File: src/rtl/gf_divider.sv
// rtl/gf_divider.sv - sequential GF(2^m) divider (binary extended Euclid), optional GF_DIV_CONST_TIME_EN
module gf_divider #(
    parameter int m  = 16,
    parameter int k2 = 5,
    parameter int k1 = 3,
    parameter int k0 = 2
) (
    input  logic         clk,
    input  logic         rst_n,
    input  logic         start,
    input  logic [0:m-1] dividend,
    input  logic [0:m-1] divisor,
    output logic         ready,
    output logic         done,
    output logic [0:m-1] quotient,
    output logic         div_zero
);

    localparam int CW = $clog2(4 * m + 1);

    function automatic logic [m:0] make_poly();
        logic [m:0] p;
        p     = '0;
        p[m]  = 1'b1;
        p[k2] = 1'b1;
        p[k1] = 1'b1;
        p[k0] = 1'b1;
        p[0]  = 1'b1;
        return p;
    endfunction

    localparam logic [m:0] POLY = make_poly();

`ifdef GF_DIV_CONST_TIME_EN
    localparam logic [CW-1:0] CNT_MAX = CW'(4 * m);
`endif

    // Multiply by x^-1 mod P: add P first when odd so the division by x is exact.
    function automatic logic [m-1:0] half(input logic [m-1:0] x);
        logic [m:0] t;
        t = x[0] ? ({1'b0, x} ^ POLY) : {1'b0, x};
        return t[m:1];
    endfunction

    typedef enum logic {IDLE, RUN} state_t;

    state_t        state;
    logic [m-1:0]  a, u, v, q_r;
    logic [m:0]    b;
    logic [CW-1:0] cnt;
    logic [m-1:0]  dvd_i, dvs_i;
    logic [m-1:0]  a_n, u_n, v_n;
    logic [m:0]    b_n;
    logic          a_one, b_one;

    // Ports index coefficient i at position i; internal vectors use [m-1:0] with the same mapping.
    always_comb begin
        dvd_i    = '0;
        dvs_i    = '0;
        quotient = '0;
        for (int i = 0; i < m; i++) begin
            dvd_i[i]    = dividend[i];
            dvs_i[i]    = divisor[i];
            quotient[i] = q_r[i];
        end
    end

    assign a_one = (a == m'(1));
    assign b_one = (b == (m + 1)'(1));

    // One Euclid reduction step: halve an even operand, otherwise subtract the smaller from the larger.
    always_comb begin
        a_n = a;
        b_n = b;
        u_n = u;
        v_n = v;
        if (!a[0]) begin
            a_n = a >> 1;
            u_n = half(u);
        end else if (!b[0]) begin
            b_n = b >> 1;
            v_n = half(v);
        end else if ({1'b0, a} > b) begin
            a_n = a ^ b[m-1:0];
            u_n = u ^ v;
        end else begin
            b_n = b ^ {1'b0, a};
            v_n = v ^ u;
        end
    end

    // Control FSM with registered handshake and result outputs.
    always_ff @(posedge clk) begin
        if (!rst_n) begin
            state    <= IDLE;
            ready    <= 1'b1;
            done     <= 1'b0;
            q_r      <= '0;
            div_zero <= 1'b0;
            a        <= '0;
            b        <= '0;
            u        <= '0;
            v        <= '0;
            cnt      <= '0;
        end else begin
            done <= 1'b0;
            case (state)
                IDLE: begin
                    if (start) begin
                        if (dvs_i == '0) begin
                            q_r      <= '0;
                            div_zero <= 1'b1;
                            done     <= 1'b1;
                        end else begin
                            a     <= dvs_i;
                            b     <= POLY;
                            u     <= dvd_i;
                            v     <= '0;
                            cnt   <= '0;
                            ready <= 1'b0;
                            state <= RUN;
                        end
                    end
                end
                RUN: begin
`ifdef GF_DIV_CONST_TIME_EN
                    if (cnt == CNT_MAX) begin
                        q_r      <= a_one ? u : v;
                        div_zero <= 1'b0;
                        done     <= 1'b1;
                        ready    <= 1'b1;
                        state    <= IDLE;
                    end else begin
                        cnt <= cnt + 1'b1;
                        if (!(a_one || b_one)) begin
                            a <= a_n;
                            b <= b_n;
                            u <= u_n;
                            v <= v_n;
                        end
                    end
`else
                    if (a_one || b_one) begin
                        q_r      <= a_one ? u : v;
                        div_zero <= 1'b0;
                        done     <= 1'b1;
                        ready    <= 1'b1;
                        state    <= IDLE;
                    end else begin
                        cnt <= cnt + 1'b1;
                        a   <= a_n;
                        b   <= b_n;
                        u   <= u_n;
                        v   <= v_n;
                    end
`endif
                end
                default: state <= IDLE;
            endcase
        end
    end

endmodule

File: config.mk
export PLATFORM = sky130hd
export DESIGN_NAME = gf_divider
export DESIGN_NICKNAME = d
export VERILOG_FILES = /design/src/rtl/gf_divider.sv
export SDC_FILE = /design/constraint.sdc
export NUM_CORES = 1
export LEC_CHECK = 0
export ABC_AREA = 0
export CAP_MARGIN = 20
export CELL_PAD_IN_SITES_DETAIL_PLACEMENT = 0
export CELL_PAD_IN_SITES_GLOBAL_PLACEMENT = 1
export CORE_MARGIN = 5
export CORE_UTILIZATION = 39
export DETAILED_ROUTE_END_ITERATION = 16
export PLACE_DENSITY = 0.73
export SLEW_MARGIN = 0
export SYNTH_ARGS = -nofsm -noshare
export SYNTH_HDL_FRONTEND = slang
export SYNTH_SLANG_ARGS = --single-unit
File: constraint.sdc
create_clock -name clk -period 2.65 [get_ports clk]
set_clock_uncertainty 0.05 [all_clocks]
set_input_delay 0.53 -clock clk [delete_from_list [all_inputs] [get_ports clk]]
set_output_delay 0.53 -clock clk [all_outputs]
set_load 0.01 [all_outputs]
==> results of run 1 <==
-- stage by stage --
stage / instance area [sq um] / hold WS [ns] / utilization, %
2_1_floorplan: 5261 / 0.4154 / -
3_3_place_gp: 6447 / 0.3927 / 48.69
3_5_place_dp: 6447 / 0.3944 / 48.69
4_1_cts: 6922 / 0.4007 / 52.27
5_1_grt: 7186 / 0.4087 / 54.26
6_report: 7186 / 0.3962 / 54.26
-- cell families (layout without fill, tap and decap cells) --
logic type,Yosys count,count (layout)
compound gates,236,236
mux,9,9
xor+xnor,20,20
buf+inv,96,206
simple gates,167,167
fa+ha+maj,17,17
flops,85,85
-- Yosys cell counts (14+ instances only) --
library cell / count / area (sq um)
nand3_1: 31 / 155.2
ha_1: 17 / 212.7
inv_1: 44 / 165.2
xnor2_1: 14 / 122.6
o21ai_0: 45 / 225.2
nand2b_1: 14 / 87.58
o22ai_1: 14 / 87.58
o211a_1: 31 / 310.3
a21boi_0: 16 / 120.1
nor2_1: 19 / 71.32
nand2_1: 60 / 225.2
clkbuf_1: 34 / 127.6
a21oi_1: 24 / 120.1
dfxtp_1: 85 / 1702
-- power by group through the flow --
stage | logic, mW | registers (mW) | clock network, mW
3_3_place_gp | 1.47 | 1.58 | 0
6_report | 1.82 | 1.58 | 1.30
2_1_floorplan | 0.982 | 1.54 | 0
4_1_cts | 1.68 | 1.56 | 1.32
3_5_place_dp | 1.51 | 1.58 | 0
5_1_grt | 1.96 | 1.59 | 1.38
-- final cells by class --
class / instances / area share (%)
clock buffer: 14 / 3.674
clock inverter: 1 / 0.4179
inverter: 44 / 2.333
multi-input combinational: 449 / 47.38
sequential: 85 / 23.89
tap: 176 / 3.065
timing repair buffer: 147 / 19.24
-- flip-flops by register name (all words and copies together) (netlist names) --
register	flops
a	16
div_zero	1
u	16
q_r	16
v	16
b	17
state	1
done	1
ready	1
-- what timing repair did --
action | CTS | global route
pin swaps | 7 | 10
gates cloned | 3 | 0
setup endpoints to repair | 44 | 67
resized for setup | 10 | 42
setup buffers | 5 | 5
-- worst reg2reg max path: stages (launching register included) --
cell      delay [ns]
dfxtp_2         0.34
inv_2           0.05
ha_4            0.28
nand4_1         0.22
nor3_2          0.25
a222oi_1        0.11
buf_4           0.17
a2111o_1        0.41
o311ai_4        0.17
buf_4           0.23
buf_16          0.15
o211a_1         0.15
-- layer usage --
metal,share of wire (%),vias to the layer above,wire [um]
met1,45,2549,7491
met3,3.6,20,594
met5,0,-,0
met4,2.2,0,360
met2,50,119,8283
li1,-,2549,-
-- worst paths after layout --
check,to,startpoint,cells past startpoint,slack (ns)
worst max-delay path,a[11],b[8],11,0.02
worst min-delay path,q_r[8],q_r[8],2,0.40
worst max register to register,a[11],b[8],11,0.02
worst min register to register,q_r[8],q_r[8],2,0.40
==> flow_metrics.py, run 1 <==
metrics = {
    "status": {
        "status": "completed",
    },
    "floorplanning": {
        "die_h_um": 126.2,
        "row_count": 42,
        "ios": 54,
        "die_area_sq_um": 15910,
        "initial_utilization_pct": 39.73,
        "core_sq_um": 13240,
        "die_w_um": 126.2,
    },
    "yosys": {
        "synth_fp_nets": 682,
        "syn_area_sq_um": 5261,
        "synth_edf_count": 0,
        "synth.mux.area_fraction_pct": 1.855,
        "synth-simple-area-share_pct": 16.36,
        "synth_top_family_by_area": "compound AO/OA/AOI/OAI gates",
        "synth_area_per_cell_sq_um": 8.351,
        "synthCells": 630,
        "synth_seq_area_share_pct": 32.34,
        "ys_ff_latch": 85,
        "synth.distinct_cells": 57,
        "yosysWarnings": 0,
        "synth_flop_cell": "dfxtp_1",
        "synthAdderAreaFrac_pct": 4.043,
        "synth-compound-area-share_pct": 34.08,
        "synth_xor_xnor_area_share_pct": 3.329,
        "synth-async-reset-ratio_pct": 0,
    },
    "timing": {
        "hold_violations": 0,
        "max_freq_mhz": 379.8,
        "drv_slew": 0,
        "setup_viol": 0,
        "fin_ws_ns": 0.01689,
        "grt_setup_unrepaired": "true",
        "slew_headroom_pct": 45.30,
        "period_minus_slack_ns": 2.633,
        "tightestPinTransition_ns": 0.8175,
        "tns_ns": 0,
        "period_share_pct": 99.36,
    },
    "worst_setup_path": {
        "cp_data_arrival_time_ns": 2.87,
        "cp_cell_sequence": "inv_2, ha_4, nand4_1, nor3_2, a222oi_1, buf_4, a2111o_1, o311ai_4, buf_4, buf_16, o211a_1",
        "crit_fanout": 15,
        "critPathMaxStageDelay_ns": 0.40,
        "crit_slowest_cell": "a2111o_1",
        "worst_ep_required_time_ns": 2.89,
        "critPathKind": "flip-flop to flip-flop",
        "startpoint_type": "flip-flop",
        "cp_top_family": "compound AO/OA/AOI/OAI gates",
        "cp_common_cell": "buf_4",
        "cp-end-kind": "flip-flop",
        "critical_path_buf_inv_count": 4,
    },
    "clocking": {
        "clk_latency_ns": 0.35,
        "cts_sinks": 85,
        "cts_hold_buf": 0,
        "cts_buffers": 9,
        "clockBufferDepth": 2,
        "root_buffer": "clkbuf_16",
        "cts_tree": "built",
        "path_clk_slew_ns": 0.06,
        "h-tree-depth": 3,
    },
    "grt": {
        "grt.busiest_layer": "met2",
        "grt_remaining_overflow": 0,
        "grt_util_met3_pct": 4.107,
        "grt_util_met1_pct": 25.91,
        "antenna_found_initial": 0,
        "first_global_vias": 5281,
        "grt_pass1_wl_mm": 26.97,
        "grt_util_met2_pct": 35.31,
        "grt_use_total_pct": 20.70,
        "grt_max_degree": 74,
    },
    "final_layout": {
        "synthToLayoutAreaGrowth_pct": 36.58,
        "n_antenna_cell": 0,
        "nFillCells": 1271,
        "fin_cells": 916,
        "layout-drive-gt1-share_pct": 23.51,
        "multi_input_area_sq_um": 3405,
        "most-common-layout-cells": "83 x buf_4, 75 x dfxtp_1, 60 x nand2_1, 52 x clkdlybuf4s50_1, 42 x o21ai_0",
        "nets": 788,
        "seq_area_sq_um": 1717,
        "layout_commonest_cell": "buf_4",
    },
    "min_path": {
        "hp-class": "flip-flop to flip-flop",
    },
    "routing": {
        "wirelength_mm": 16.73,
        "vias": 5237,
        "firstDrtPassIters": 5,
        "drtIter0Drc": 317,
        "drt-vias-per-instance": 5.717,
        "drc": 0,
        "drtAntennaViolNets": 0,
        "wl_per_cell_um": 18.26,
    },
    "power_and_ir_drop": {
        "total_power_mw": 4.691,
        "powerDensity_nw_per_um2": 652.9,
        "swShare_pct": 34.27,
        "pwr-share-seq_pct": 33.6,
        "p_leak_nw": 2.879,
        "clockPowerShare_pct": 27.7,
        "pwr-share-comb_pct": 38.7,
        "peakVddDrop_v": 0.0003202,
        "p_switching_mw": 1.608,
        "internal_power_mw": 3.084,
    },
    "placed_design": {
        "dpl.cell_count": 890,
        "numPortBuffers": 53,
        "gp_congestion": 0.8223,
        "dp_hpwl_mm": 11.08,
        "pre_cts_ws_ns": -0.1849,
    },
    "flow_run": {
        "cap_violations": 0,
    },
}
No activity file was read; power rests on OpenSTA's default activity.
==> inputs of run 2 (changes only) <==
clock period = 2.3 ns   (was 2.65 ns; I/O delays follow)
==> flow_metrics.py, run 2 (same netlist as run 1, synthesis figures left out) <==
metrics = {
    "worst_setup_path": {
        "cp_common_cell": "buf_4",
        "r2r_slack_ns": -0.24,
        "crit_fanout": 8,
        "cp_data_arrival_time_ns": 2.73,
        "r2r_start": "b[12]",
        "critPathMaxStageDelay_ns": 0.34,
        "reg2regPathDepth": 12,
        "cp-end-kind": "flip-flop",
        "cp_cell_sequence": "inv_2, ha_4, nand4_1, buf_4, nor4_4, buf_4, and2_4, a2111o_1, o311ai_4, buf_6, buf_16, o211a_1",
        "worst_ep_required_time_ns": 2.48,
        "startpoint_type": "flip-flop",
        "crit_slowest_cell": "dfxtp_2",
        "critPathKind": "flip-flop to flip-flop",
        "r2r_end": "u[8]",
    },
    "power_and_ir_drop": {
        "peakVddDrop_v": 0.0004212,
        "total_power_mw": 5.842,
        "p_leak_nw": 3.208,
        "pwr-share-seq_pct": 30.9,
        "clockPowerShare_pct": 24.5,
        "internal_power_mw": 3.747,
        "p_switching_mw": 2.095,
        "swShare_pct": 35.86,
        "powerDensity_nw_per_um2": 736.2,
        "pwr-share-comb_pct": 44.6,
    },
    "timing": {
        "tightestPinTransition_ns": 0.7671,
        "setup_viol": 63,
        "max_freq_mhz": 393.2,
        "period_share_pct": 110.6,
        "slew_headroom_pct": 48.67,
        "period_minus_slack_ns": 2.543,
        "drv_slew": 0,
        "grt_setup_unrepaired": "true",
        "hold_violations": 0,
        "fin_ws_ns": -0.2431,
    },
    "clocking": {
        "cts_hold_buf": 0,
        "cts_tree": "built",
        "path_clk_slew_ns": 0.07,
        "cts_buffers": 9,
        "h-tree-depth": 3,
        "clockBufferDepth": 2,
        "clk_latency_ns": 0.35,
        "root_buffer": "clkbuf_16",
        "cts_sinks": 85,
    },
    "placed_design": {
        "gp_congestion": 0.8853,
        "dp_hpwl_mm": 11.27,
        "numPortBuffers": 53,
    },
    "routing": {
        "drt-vias-per-instance": 5.584,
        "drc": 0,
        "firstDrtPassIters": 5,
        "drtAntennaViolNets": 0,
        "wirelength_mm": 17.28,
        "vias": 5349,
        "wl_per_cell_um": 18.04,
        "drtIter0Drc": 277,
    },
    "final_layout": {
        "top_register": "b",
        "fin_util_pct": 59.93,
        "layout-drive-gt1-share_pct": 35.42,
        "nFillCells": 1176,
        "most-common-layout-cells": "111 x buf_4, 68 x dfxtp_1, 56 x nand2_1, 52 x clkdlybuf4s50_1, 34 x inv_1",
        "nets": 829,
        "n_antenna_cell": 0,
        "layout_commonest_cell": "buf_4",
        "synthToLayoutAreaGrowth_pct": 50.84,
        "largest_reg_flops": 17,
    },
    "flow_run": {
        "cap_violations": 0,
    },
    "min_path": {
        "hp-class": "flip-flop to flip-flop",
        "min_to": "q_r[2]",
        "hold_start": "q_r[2]",
        "whs_path_depth": 2,
    },
    "grt": {
        "grt_max_degree": 44,
        "grt_remaining_overflow": 0,
        "grt_use_total_pct": 21.11,
        "first_global_vias": 5383,
        "antenna_found_initial": 0,
        "grt_pass1_wl_mm": 27.35,
    },
    "floorplanning": {
        "initial_utilization_pct": 39.73,
        "die_area_sq_um": 15910,
        "die_w_um": 126.2,
        "ios": 54,
        "core_sq_um": 13240,
        "row_count": 42,
        "die_h_um": 126.2,
    },
    "status": {
        "status": "finished with violations",
        "violations": "setup timing",
    },
}
-- run 2: cell count changes in the layout (fill, tap and decap cells not counted), moves of 8 or more --
cell	delta
o22ai_1	-13
o22ai_2	+10
o21ai_0	-11
inv_2	+8
o41ai_1	-9
a21boi_0	-11
buf_4	+28
dfxtp_2	+8
a21boi_1	+9
-- run 2: worst max path at each step --
stage / startpoint / endpoint / cells past startpoint
6_report: b[12] / u[8] / 12
5_1_grt: b[12] / a[14] / 12
2_1_floorplan: b[12] / b[11] / 11
4_1_cts: b[15] / u[0] / 11
3_3_place_gp: divisor[6] / u[3] / 10
3_5_place_dp: divisor[4] / u[3] / 10
-- run 2: stage by stage --
stage               worst slack, ns  hold slack, ns  area [sq um]  cells  TNS, ns
finish                      -0.2431          0.4016          7936    958   -11.03
global route                -0.3717          0.4184          7936    958   -18.57
floorplan                  -0.08649          0.4069          5483    630   -1.436
detailed placement          -0.4454          0.3930          6907    922   -22.17
CTS                         -0.2122          0.4029          7641    956   -8.337
global placement            -0.3733          0.3907          6907    922   -19.99
-- run 2: final cells by class --
cell class              count  area, sq um  share of cell area [%]
clock buffers              10        239.0                   3.011
inverters                  44        165.2                   2.081
flip-flops and latches     85         1723                   21.71
multi-input cells         450         3780                   47.63
repair buffers            187         1762                   22.20
well taps                 176        220.2                   2.775
clock inverters             6        47.55                  0.5991
-- run 2: power groups by stage --
| stage | logic (mW) | clock network (mW) | registers [mW] |
|---|---|---|---|
| after detailed placement | 1.93 | 0 | 1.83 |
| after CTS | 2.41 | 1.47 | 1.80 |
| final | 2.61 | 1.43 | 1.80 |
| after global routing | 2.79 | 1.52 | 1.83 |
| after floorplan | 1.22 | 0 | 1.80 |
| after global placement | 1.89 | 0 | 1.83 |
-- run 2: repair_timing --
action | in CTS | in global routing
endpoints found under the hold margin | 0 | 0
setup endpoints to repair | 80 | 81
resized for setup | 66 | 61
pin swaps | 27 | 38
cloned | 6 | 1
buffers inserted | 12 | 4
-- run 2: metal layers --
metal / GRT usage [%] / wire, um / up-vias
met4: 7.950 / 375 / 0
li1: - / - / 2635
met2: 34.93 / 8251 / 131
met3: 3.133 / 656 / 23
met5: 0 / 0 / -
met1: 27.85 / 7996 / 2560
-- run 2: worst max-delay path: cells and delay by family, from the launching register on --
family	cells	cell delay, ns
buffers and inverters	5	0.76
adder cells (fa/ha/maj)	1	0.29
AND/OR/NAND/NOR	3	0.48
flip-flops	1	0.34
AO/OA/AOI/OAI	3	0.51
